File: config.mk
export PLATFORM = sky130hd
export DESIGN_NAME = hdmi_timing_ctrl
export DESIGN_NICKNAME = d
export VERILOG_FILES = /design/src/rtl/hdmi_timing_ctrl.sv
export SDC_FILE = /design/constraint.sdc
export NUM_CORES = 1
export LEC_CHECK = 0
export BUFFER_PORTS_ARGS = -buffer_cell sky130_fd_sc_hd__buf_2
export CAP_MARGIN = 25
export CORE_AREA = 2 2 85 71
export DETAILED_ROUTE_END_ITERATION = 10
export DIE_AREA = 0 0 87 73
export GPL_TIMING_DRIVEN = 0
export HOLD_SLACK_MARGIN = 0.08
export PLACE_DENSITY_LB_ADDON = 0.2
export SLEW_MARGIN = 20
export SYNTH_ARGS = -nofsm -noshare
export SYNTH_HDL_FRONTEND = slang
export SYNTH_SLANG_ARGS = --single-unit
File: constraint.sdc
create_clock -name sys_clk -period 1.8 [get_ports sys_clk]
set_input_delay 0.09 -clock sys_clk [delete_from_list [all_inputs] [get_ports sys_clk]]
set_output_delay 0.09 -clock sys_clk [all_outputs]
set_load 0.02 [all_outputs]
File: src/rtl/hdmi_timing_ctrl.sv
// hdmi_timing_ctrl: HDMI bring-up sequencer and raster timing generator.
// Holds the TMDS encoders in reset for STARTUP_CYC cycles after PLL lock.
// Then enables the output buffer and generates hs/vs/de, pixel coordinates and a frame pulse.
// Optional feature macro: HDMI_TIMING_PREFETCH_EN adds pix_req/req_x/req_y,
// a one-cycle look-ahead of de/x/y for the pixel source.
module hdmi_timing_ctrl #(
    parameter int   H_ACTIVE    = 640,
    parameter int   H_FP        = 16,
    parameter int   H_SYNC      = 96,
    parameter int   H_BP        = 48,
    parameter int   V_ACTIVE    = 480,
    parameter int   V_FP        = 10,
    parameter int   V_SYNC      = 2,
    parameter int   V_BP        = 33,
    parameter logic HS_POL      = 1'b0,
    parameter logic VS_POL      = 1'b0,
    parameter int   STARTUP_CYC = 16
) (
    input  logic        sys_clk,
    input  logic        sys_rst_n,
    input  logic        pll_locked,
    input  logic        enable,
    output logic        hdmi_oen,
    output logic        enc_rst,
    output logic        hs,
    output logic        vs,
    output logic        de,
    output logic [11:0] x,
    output logic [11:0] y,
    output logic        frame_start,
    output logic [1:0]  state
`ifdef HDMI_TIMING_PREFETCH_EN
    ,
    output logic        pix_req,
    output logic [11:0] req_x,
    output logic [11:0] req_y
`endif
);

    localparam int H_TOTAL = H_ACTIVE + H_FP + H_SYNC + H_BP;
    localparam int V_TOTAL = V_ACTIVE + V_FP + V_SYNC + V_BP;

    // Window bounds are kept 13 bits wide so a 4096 total still compares correctly.
    localparam logic [12:0] H_ACT_END  = 13'(H_ACTIVE);
    localparam logic [12:0] HS_START   = 13'(H_ACTIVE + H_FP);
    localparam logic [12:0] HS_END     = 13'(H_ACTIVE + H_FP + H_SYNC);
    localparam logic [12:0] H_LAST     = 13'(H_TOTAL - 1);
    localparam logic [12:0] V_ACT_END  = 13'(V_ACTIVE);
    localparam logic [12:0] VS_START   = 13'(V_ACTIVE + V_FP);
    localparam logic [12:0] VS_END     = 13'(V_ACTIVE + V_FP + V_SYNC);
    localparam logic [12:0] V_LAST     = 13'(V_TOTAL - 1);

    localparam int HOLD_W = (STARTUP_CYC > 1) ? $clog2(STARTUP_CYC) : 1;
    localparam logic [HOLD_W-1:0] HOLD_LAST = HOLD_W'(STARTUP_CYC - 1);

    // Reject timing sets that overflow the 12-bit counters or have an empty hold.
    generate
        if (H_TOTAL > 4096 || V_TOTAL > 4096 || STARTUP_CYC < 1 ||
            H_ACTIVE < 1 || V_ACTIVE < 1) begin : g_param_check
            $error("hdmi_timing_ctrl: invalid timing parameters");
        end
    endgenerate

    typedef enum logic [1:0] {
        IDLE      = 2'd0,
        WAIT_LOCK = 2'd1,
        ENC_RST   = 2'd2,
        RUN       = 2'd3
    } state_t;

    state_t            state_q;
    logic [HOLD_W-1:0] hold_cnt;
    logic [11:0]       h_cnt;
    logic [11:0]       v_cnt;

    logic [12:0] h_ext;
    logic [12:0] v_ext;
    logic        h_active;
    logic        v_active;
    logic        h_sync_win;
    logic        v_sync_win;
    logic        frame_end;
    logic        timing_live;
    logic        de_next;

    assign state = state_q;

    // Decode the raster position and whether the raster keeps running past this edge.
    always_comb begin
        h_ext       = {1'b0, h_cnt};
        v_ext       = {1'b0, v_cnt};
        h_active    = (h_ext < H_ACT_END);
        v_active    = (v_ext < V_ACT_END);
        h_sync_win  = (h_ext >= HS_START) && (h_ext < HS_END);
        v_sync_win  = (v_ext >= VS_START) && (v_ext < VS_END);
        frame_end   = (h_ext == H_LAST) && (v_ext == V_LAST);
        timing_live = (state_q == RUN) && pll_locked && !(frame_end && !enable);
        de_next     = timing_live && h_active && v_active;
    end

`ifdef HDMI_TIMING_PREFETCH_EN
    // Look-ahead request: mirrors the value de and x/y will take on the next edge.
    always_comb begin
        pix_req = de_next;
        req_x   = de_next ? h_cnt : 12'd0;
        req_y   = de_next ? v_cnt : 12'd0;
    end
`endif

    // Bring-up sequencer with registered output-enable and encoder reset.
    always_ff @(posedge sys_clk or negedge sys_rst_n) begin
        if (!sys_rst_n) begin
            state_q  <= IDLE;
            hold_cnt <= '0;
            hdmi_oen <= 1'b0;
            enc_rst  <= 1'b1;
        end else begin
            case (state_q)
                IDLE: begin
                    hdmi_oen <= 1'b0;
                    enc_rst  <= 1'b1;
                    if (enable) begin
                        state_q <= WAIT_LOCK;
                    end
                end
                WAIT_LOCK: begin
                    hdmi_oen <= 1'b0;
                    enc_rst  <= 1'b1;
                    if (!enable) begin
                        state_q <= IDLE;
                    end else if (pll_locked) begin
                        state_q  <= ENC_RST;
                        hold_cnt <= '0;
                    end
                end
                ENC_RST: begin
                    if (!pll_locked) begin
                        state_q <= WAIT_LOCK;
                    end else if (!enable) begin
                        state_q <= IDLE;
                    end else if (hold_cnt == HOLD_LAST) begin
                        state_q  <= RUN;
                        hdmi_oen <= 1'b1;
                        enc_rst  <= 1'b0;
                    end else begin
                        hold_cnt <= hold_cnt + 1'b1;
                    end
                end
                RUN: begin
                    if (!pll_locked) begin
                        state_q  <= WAIT_LOCK;
                        hdmi_oen <= 1'b0;
                        enc_rst  <= 1'b1;
                    end else if (!enable && frame_end) begin
                        state_q  <= IDLE;
                        hdmi_oen <= 1'b0;
                        enc_rst  <= 1'b1;
                    end
                end
                default: begin
                    state_q  <= IDLE;
                    hdmi_oen <= 1'b0;
                    enc_rst  <= 1'b1;
                end
            endcase
        end
    end

    // Raster counters advance only while the raster is live and sit at zero otherwise.
    always_ff @(posedge sys_clk or negedge sys_rst_n) begin
        if (!sys_rst_n) begin
            h_cnt <= 12'd0;
            v_cnt <= 12'd0;
        end else if (!timing_live) begin
            h_cnt <= 12'd0;
            v_cnt <= 12'd0;
        end else if (h_ext == H_LAST) begin
            h_cnt <= 12'd0;
            v_cnt <= (v_ext == V_LAST) ? 12'd0 : v_cnt + 12'd1;
        end else begin
            h_cnt <= h_cnt + 12'd1;
        end
    end

    // Timing outputs are registered one cycle behind the counters, inactive when not live.
    always_ff @(posedge sys_clk or negedge sys_rst_n) begin
        if (!sys_rst_n) begin
            hs          <= ~HS_POL;
            vs          <= ~VS_POL;
            de          <= 1'b0;
            x           <= 12'd0;
            y           <= 12'd0;
            frame_start <= 1'b0;
        end else if (timing_live) begin
            hs          <= h_sync_win ? HS_POL : ~HS_POL;
            vs          <= v_sync_win ? VS_POL : ~VS_POL;
            de          <= de_next;
            x           <= de_next ? h_cnt : 12'd0;
            y           <= de_next ? v_cnt : 12'd0;
            frame_start <= (h_cnt == 12'd0) && (v_cnt == 12'd0);
        end else begin
            hs          <= ~HS_POL;
            vs          <= ~VS_POL;
            de          <= 1'b0;
            x           <= 12'd0;
            y           <= 12'd0;
            frame_start <= 1'b0;
        end
    end

endmodule

==> out/metrics.csv, run 1 <==
stage;metric;value;unit
clocking;cts_max_level;3;
clocking;worst_skew_pair.late_latency;330;ps
yosys;synthTopCellsByCount;57 x dfrtp_1, 23 x nor2_1, 22 x and2_1;
sta;tightest_slew;740.7;ps
yosys;synth.top_cell.area_share;0.5278;
die;io_pins;36;
yosys;synthTopCellsByArea;dfrtp_1 53%, and2_1 5.1%, nor2_1 3.2%;
yosys;synth_area_leader_cell;dfrtp_1;
grt;met3_usage;0.07579;
grt;grt_pass1_vias;1862;
final_layout;layout-drive-gt1-share;0.3994;
grt;grt-ovfl-total;0;
die;die_h;73;microns
run_status;outcome;finished, violations left;
routing;drt_wl_total;5787;microns
routing;viasPerCell;5.347;
grt;grt_max_degree;61;
grt;antenna_found_initial;0;
clocking;clkTransAtPathRegs;60;ps
pwr;irDropWorstVdd;0.5304;mV
worst_hold_path;hp-class;primary input to flop;
yosys;synth_cells;257;
die;num_rows;25;
grt;met2_usage;0.2740;
yosys;synth_edf_count;0;
setup_path;worst_setup_path_start_kind;flop;
sta;min_period;1958;ps
final_layout;syn_to_final_growth;32.18;%
final_layout;diodes;0;
setup_path;r2r_cells;6;
grt;met1_usage;0.2544;
sta;final_max_slew_viol_count;0;
setup_path;crit_chain;or4_4 > nor4_4 > a31o_2 > nor4_4 > buf_4 > and2_1;
yosys;synth-async-reset-ratio;1.000;
sta;clock.fmax;510.7;MHz
setup_path;path_max_fanout;5;
setup_path;cp_common_cell;nor4_4;
run_status;violations;negative setup slack;
final_layout;final_core_util;0.6380;
setup_path;crit_buf_inv;1;
setup_path;critPathLaunch;h_cnt[7];
yosys;yosysSeqAreaShare;0.5569;
grt;busiest_layer;met2;
setup_path;arrival;2180;ps
clocking;cts_tree;yes;
setup_path;cpPeakStageDelay;560;ps
placement;gp_congestion;0.8610;
grt;grt_pass1_wl;9018;microns
yosys;avgSynthCellArea;10.52;sq um
placement;dp_cells;363;
placement;placed_area;2997;sq um
setup_path;crit_end;x[1];
yosys;yosysMostFrequentCell;dfrtp_1;
routing;drc;0;
setup_path;worstPathRequired;2020;ps
sta;rsz0062_at_grt;true;
routing;drt-initial-drc-count;118;
sta;finalWorstSetupSlack;-158.2;ps
yosys;synth_area;2703;sq um
setup_path;reg2reg_setup_slack;-160;ps
routing;routedWlPerCell;14.65;microns
yosys;synth_ff_type;dfrtp_1;
setup_path;crit_path_end_kind;flop;
sta;slew-limit-headroom;0.5062;
sta;period_share;1.088;
routing;drtPass1Iterations;4;
die;core_area;5599;sq um
final_layout;instances_no_fill;395;
die;start_util;0.4827;
yosys;synth_cell_type_count;50;
setup_path;timing.rr.start;h_cnt[7];
run;cap_viol_max_count;0;
grt;groute.usage.overall;0.1865;
clocking;clock_sinks;60;
setup_path;r2r_end;x[1];
clocking;numCtsBuffers;9;
sta;setup_viol;34;
pwr;p_leak;1.674;nW
yosys;ys_warn_count;0;
pwr;powerDensity;799.3;nW/um^2
sta;hold_viol_final;0;
routing;ant_nets;0;
setup_path;critical_path.top_delay_family;simple AND/OR/NAND/NOR gates;
clocking;cts_buffer_depth;2;
sta;fin_worst_skew;5.630;ps
final_layout;design_area;3572;sq um
setup_path;cpMaxStageDelayCell;or4_4;
routing;num_vias;2112;
die;die-area;6351;sq um
yosys;ys_seq_elements;60;
die;die-width;87;microns
pwr;total_power;2.855;mW
setup_path;worstSetupPathType;flop to flop;
placement;place_hpwl;3500;microns
placement;numPortBuffers;35;
clocking;root_buffer;clkbuf_8;
setup_path;cp.depth;6;
final_layout;nets;332;
-- worst min path at each step --
stage,from,endpoint,slack (ps),cells after the start
detailed placement,sys_rst_n,x[10],210,1
floorplan,sys_rst_n,de,-210,0
global route,enable,state[0],180,3
CTS,enable,state[0],140,3
global placement,pll_locked,state[1],380,2
finish,enable,state[0],180,3
-- flip-flops by register name, summed over array words and instances, names as in the netlist --
signal,cells
hold_cnt,4
hdmi_oen,1
state,2
vs,1
enc_rst,1
h_cnt,12
y,12
x,12
de,1
frame_start,1
v_cnt,12
hs,1
-- layout by cell type, fill, tap and decap left out, drive strengths merged, types with 5 or more instances in the layout --
master / synthesis / routed
o21ai: 16 / 16
a21oi: 5 / 5
dfrtp: 57 / 57
o31ai: 5 / 5
buf: 4 / 58
conb: 1 / 5
nand3: 12 / 12
and2: 22 / 22
inv: 6 / 6
clkbuf: 10 / 15
nor3: 8 / 8
nor2: 23 / 24
ha: 5 / 5
xor2: 8 / 8
nand2: 22 / 22
-- tightest hold or removal path: stages --
cell and delay [ps]:
buf_2 130, inv_1 130, a41oi_2 120
-- cell type report --
cell class	count	area (sq um)
buffer	8	58.81
clock buffer	11	141.4
clock inverter	5	75.07
fill	441	2027
inverter	6	22.52
multi-input combinational	182	1325
sequential	60	1510
tap	67	83.83
timing repair buffer	56	355.3
-- through the flow --
stage	hold slack [ps]	TNS, ps	worst slack [ps]
after floorplan	-205.6	0	2.150
after global placement	381.8	-5897	-225.9
after detailed placement	208.5	-6503	-202.2
after CTS	138.3	-2225	-113.7
after global routing	178.7	-5732	-230.3
final	181.8	-3054	-158.2
-- power by group --
part,switching (mW),internal (mW),leakage (nW)
clock network,0.504,0.810,0.113
logic,0.0976,0.0491,0.759
registers,0.0219,1.37,0.802
total,0.624,2.23,1.67
-- repair_timing --
| action | CTS | global route |
|---|---|---|
| setup endpoints to repair | 45 | 39 |
| pin swaps | 5 | 11 |
| resized for setup | 20 | 46 |
| gates cloned | 0 | 3 |
| hold endpoints to repair | 59 | 0 |
| buffers inserted | 7 | 11 |
| hold buffers | 2 | 0 |
-- kinds of logic after synthesis --
group | count (synthesis) | share of synthesized area
compound gates | 40 | 0.09862
fa+ha+maj | 5 | 0.02315
simple gates | 119 | 0.2500
buf+inv | 20 | 0.03056
xor+xnor | 11 | 0.03565
mux | 1 | 0.003704
other cells | 1 | 0.001388
flops | 60 | 0.5569
-- layer usage --
| metal | wire [microns] | up-vias | part of all wire |
|---|---|---|---|
| met5 | 0 | - | 0 |
| met4 | 52 | 0 | 0.0090 |
| met3 | 273 | 6 | 0.047 |
| met2 | 2636 | 44 | 0.46 |
| met1 | 2825 | 1042 | 0.49 |
| li1 | - | 1020 | - |
(Power assumes the default switching activity.)
==> run 2, diff against run 1 <==
--- a/config.mk
+++ b/config.mk
@@ -7,9 +7,9 @@
 export LEC_CHECK = 0
 export BUFFER_PORTS_ARGS = -buffer_cell sky130_fd_sc_hd__buf_2
 export CAP_MARGIN = 25
-export CORE_AREA = 2 2 85 71
+export CORE_AREA = 2 2 73 82
 export DETAILED_ROUTE_END_ITERATION = 10
-export DIE_AREA = 0 0 87 73
+export DIE_AREA = 0 0 75 84
 export GPL_TIMING_DRIVEN = 0
 export HOLD_SLACK_MARGIN = 0.08
 export PLACE_DENSITY_LB_ADDON = 0.2
==> out/metrics.csv, run 2 (same netlist as run 1, synthesis figures left out) <==
stage;metric;value;unit;change
run_status;outcome;finished, violations left;;unchanged
run_status;violations;negative setup slack;;unchanged
sta;period_share;1.114;;was 1.088
final_layout;final_common_cell;dfrtp_1;;unchanged
setup_path;cpMaxStageDelayCell;or4_4;;unchanged
clocking;cts_tree;yes;;unchanged
worst_hold_path;hp-class;primary input to flop;;unchanged
final_layout;diodes;0;;unchanged
sta;min_period;2006;ps;was 1958 ps
sta;fin_tns_setup;-5007;ps;was -3054 ps
sta;final_max_slew_viol_count;0;;unchanged
routing;ant_nets;0;;unchanged
grt;groute.usage.overall;0.2025;;was 0.1865
final_layout;instances_no_fill;404;;was 395
clocking;numCtsBuffers;9;;unchanged
sta;slew-limit-headroom;0.5109;;was 0.5062
setup_path;critPathLaunch;v_cnt[7];;was h_cnt[7]
sta;rsz0062_at_grt;true;;unchanged
final_layout;design_area;3556;sq um;was 3572 sq um
die;die_h;84;microns;was 73 microns
pwr;irDropWorstVdd;0.3578;mV;was 0.5304 mV
sta;holdWs;142.8;ps;was 181.8 ps
routing;routedWlPerCell;14.85;microns;was 14.65 microns
final_layout;syn_to_final_growth;31.57;%;was 32.18%
setup_path;cp_common_cell;nor4_4;;unchanged
placement;gp_congestion;0.8027;;was 0.8610
pwr;p_leak;1.630;nW;was 1.674 nW
sta;clock.fmax;498.6;MHz;was 510.7 MHz
die;start_util;0.4868;;was 0.4827
clocking;clock_sinks;60;;unchanged
sta;setup_viol;35;;was 34
die;io_pins;36;;unchanged
final_layout;nets;331;;was 332
final_layout;layout-drive-gt1-share;0.3700;;was 0.3994
grt;grt_pass1_vias;2015;;was 1862
run;cap_viol_max_count;0;;unchanged
pwr;total_power;2.651;mW;was 2.855 mW
setup_path;cpPeakStageDelay;550;ps;was 560 ps
setup_path;worstPathRequired;2020;ps;about the same
routing;drt-initial-drc-count;126;;was 118
setup_path;arrival;2230;ps;was 2180 ps
placement;numPortBuffers;35;;unchanged
setup_path;worstSetupPathType;flop to flop;;unchanged
setup_path;worst_setup_path_start_kind;flop;;unchanged
setup_path;crit_path_end_kind;flop;;unchanged
sta;hold_viol_final;0;;unchanged
grt;antenna_found_initial;0;;unchanged
setup_path;reg2reg_setup_slack;-210;ps;was -160 ps
sta;finalWorstSetupSlack;-205.7;ps;was -158.2 ps
final_layout;final_cell_mix;52 x dfrtp_1, 35 x buf_2, 22 x nor2_1;;was 53 x dfrtp_1, 34 x buf_2, 21 x nor2_1
placement;placed_area;3009;sq um;was 2997 sq um
placement;place_hpwl;3571;microns;was 3500 microns
clocking;cts_buffer_depth;2;;unchanged
placement;place_ws;-194.7;ps;was -202.2 ps
setup_path;timing.rr.start;v_cnt[7];;was h_cnt[7]
setup_path;r2r_end;x[4];;was x[1]
clocking;root_buffer;clkbuf_8;;unchanged
routing;viasPerCell;5.314;;was 5.347
worst_hold_path;min_from;enable;;unchanged
grt;grt-ovfl-total;0;;unchanged
die;die-width;75;microns;was 87 microns
die;core_area;5552;sq um;was 5599 sq um
setup_path;path_max_fanout;10;;was 5
setup_path;crit_chain;or4_4 > nor4_4 > a31o_2 > nor4_4 > buf_4 > and2_1;;unchanged
sta;tightest_slew;733.6;ps;was 740.7 ps
die;die-area;6300;sq um;was 6351 sq um
setup_path;r2r_cells;6;;unchanged
die;num_rows;29;;was 25
grt;grt_max_degree;61;;unchanged
routing;num_vias;2147;;was 2112
clocking;worst_skew_pair.late_latency;340;ps;was 330 ps
clocking;clkTransAtPathRegs;70;ps;was 60 ps
worst_hold_path;min_path_cells;3;;unchanged
clocking;cts_max_level;3;;unchanged
sta;fin_worst_skew;8.448;ps;was 5.630 ps
final_layout;final_core_util;0.6405;;was 0.6380
grt;grt_pass1_wl;9577;microns;was 9018 microns
routing;drc;0;;unchanged
pwr;powerDensity;745.6;nW/um^2;was 799.3 nW/um^2
routing;drt_wl_total;6001;microns;was 5787 microns
placement;dp_cells;373;;was 363
routing;drtPass1Iterations;4;;unchanged
worst_hold_path;holdPathEnd;state[0];;unchanged
==> run 2: worst max-delay path by stage <==
stage | endpoint | slack (ps) | cells after the start
3_5_place_dp | v_cnt[5] | -190 | 5
6_report | x[4] | -210 | 6
3_3_place_gp | v_cnt[5] | -180 | 5
2_1_floorplan | y[0] | 2 | 6
5_1_grt | x[0] | -280 | 6
4_1_cts | v_cnt[2] | -160 | 7
==> run 2: critical path, delay by kind of cell (launching register included) <==
family | cells | cell delay (ps)
AND/OR/NAND/NOR | 4 | 1030
flip-flops | 1 | 430
AO/OA/AOI/OAI | 1 | 250
buffers and inverters | 1 | 180
==> run 2: cell type report <==
| class | count | area, sq um |
|---|---|---|
| clock buffer | 12 | 165.2 |
| tap | 77 | 96.34 |
| clock inverter | 4 | 22.52 |
| fill | 443 | 1996 |
| sequential | 60 | 1511 |
| timing repair buffer | 57 | 375.4 |
| buffer | 6 | 38.79 |
| inverter | 6 | 22.52 |
| multi-input combinational | 182 | 1324 |
==> run 2: layer usage <==
metal	track usage	up-vias	wire length [microns]
met2	0.2982	56	2942
met1	0.2737	1048	2662
met3	0.05918	10	289
li1	-	1033	-
met5	0	-	0
met4	0.08929	0	107
==> run 2: where the power goes <==
group | internal, mW | total, mW | leakage (nW) | switching, mW
combinational | 0.0464 | 0.142 | 0.731 | 0.0960
clock | 0.604 | 1.11 | 0.0982 | 0.510
sequential | 1.37 | 1.39 | 0.801 | 0.0225
==> run 2: timing repair <==
action,in CTS,in global routing
hold buffers,2,0
gates cloned,1,1
setup endpoints to repair,44,50
resized for setup,22,37
buffers inserted,6,13
endpoints found under the hold margin,59,0
pin swaps,14,12
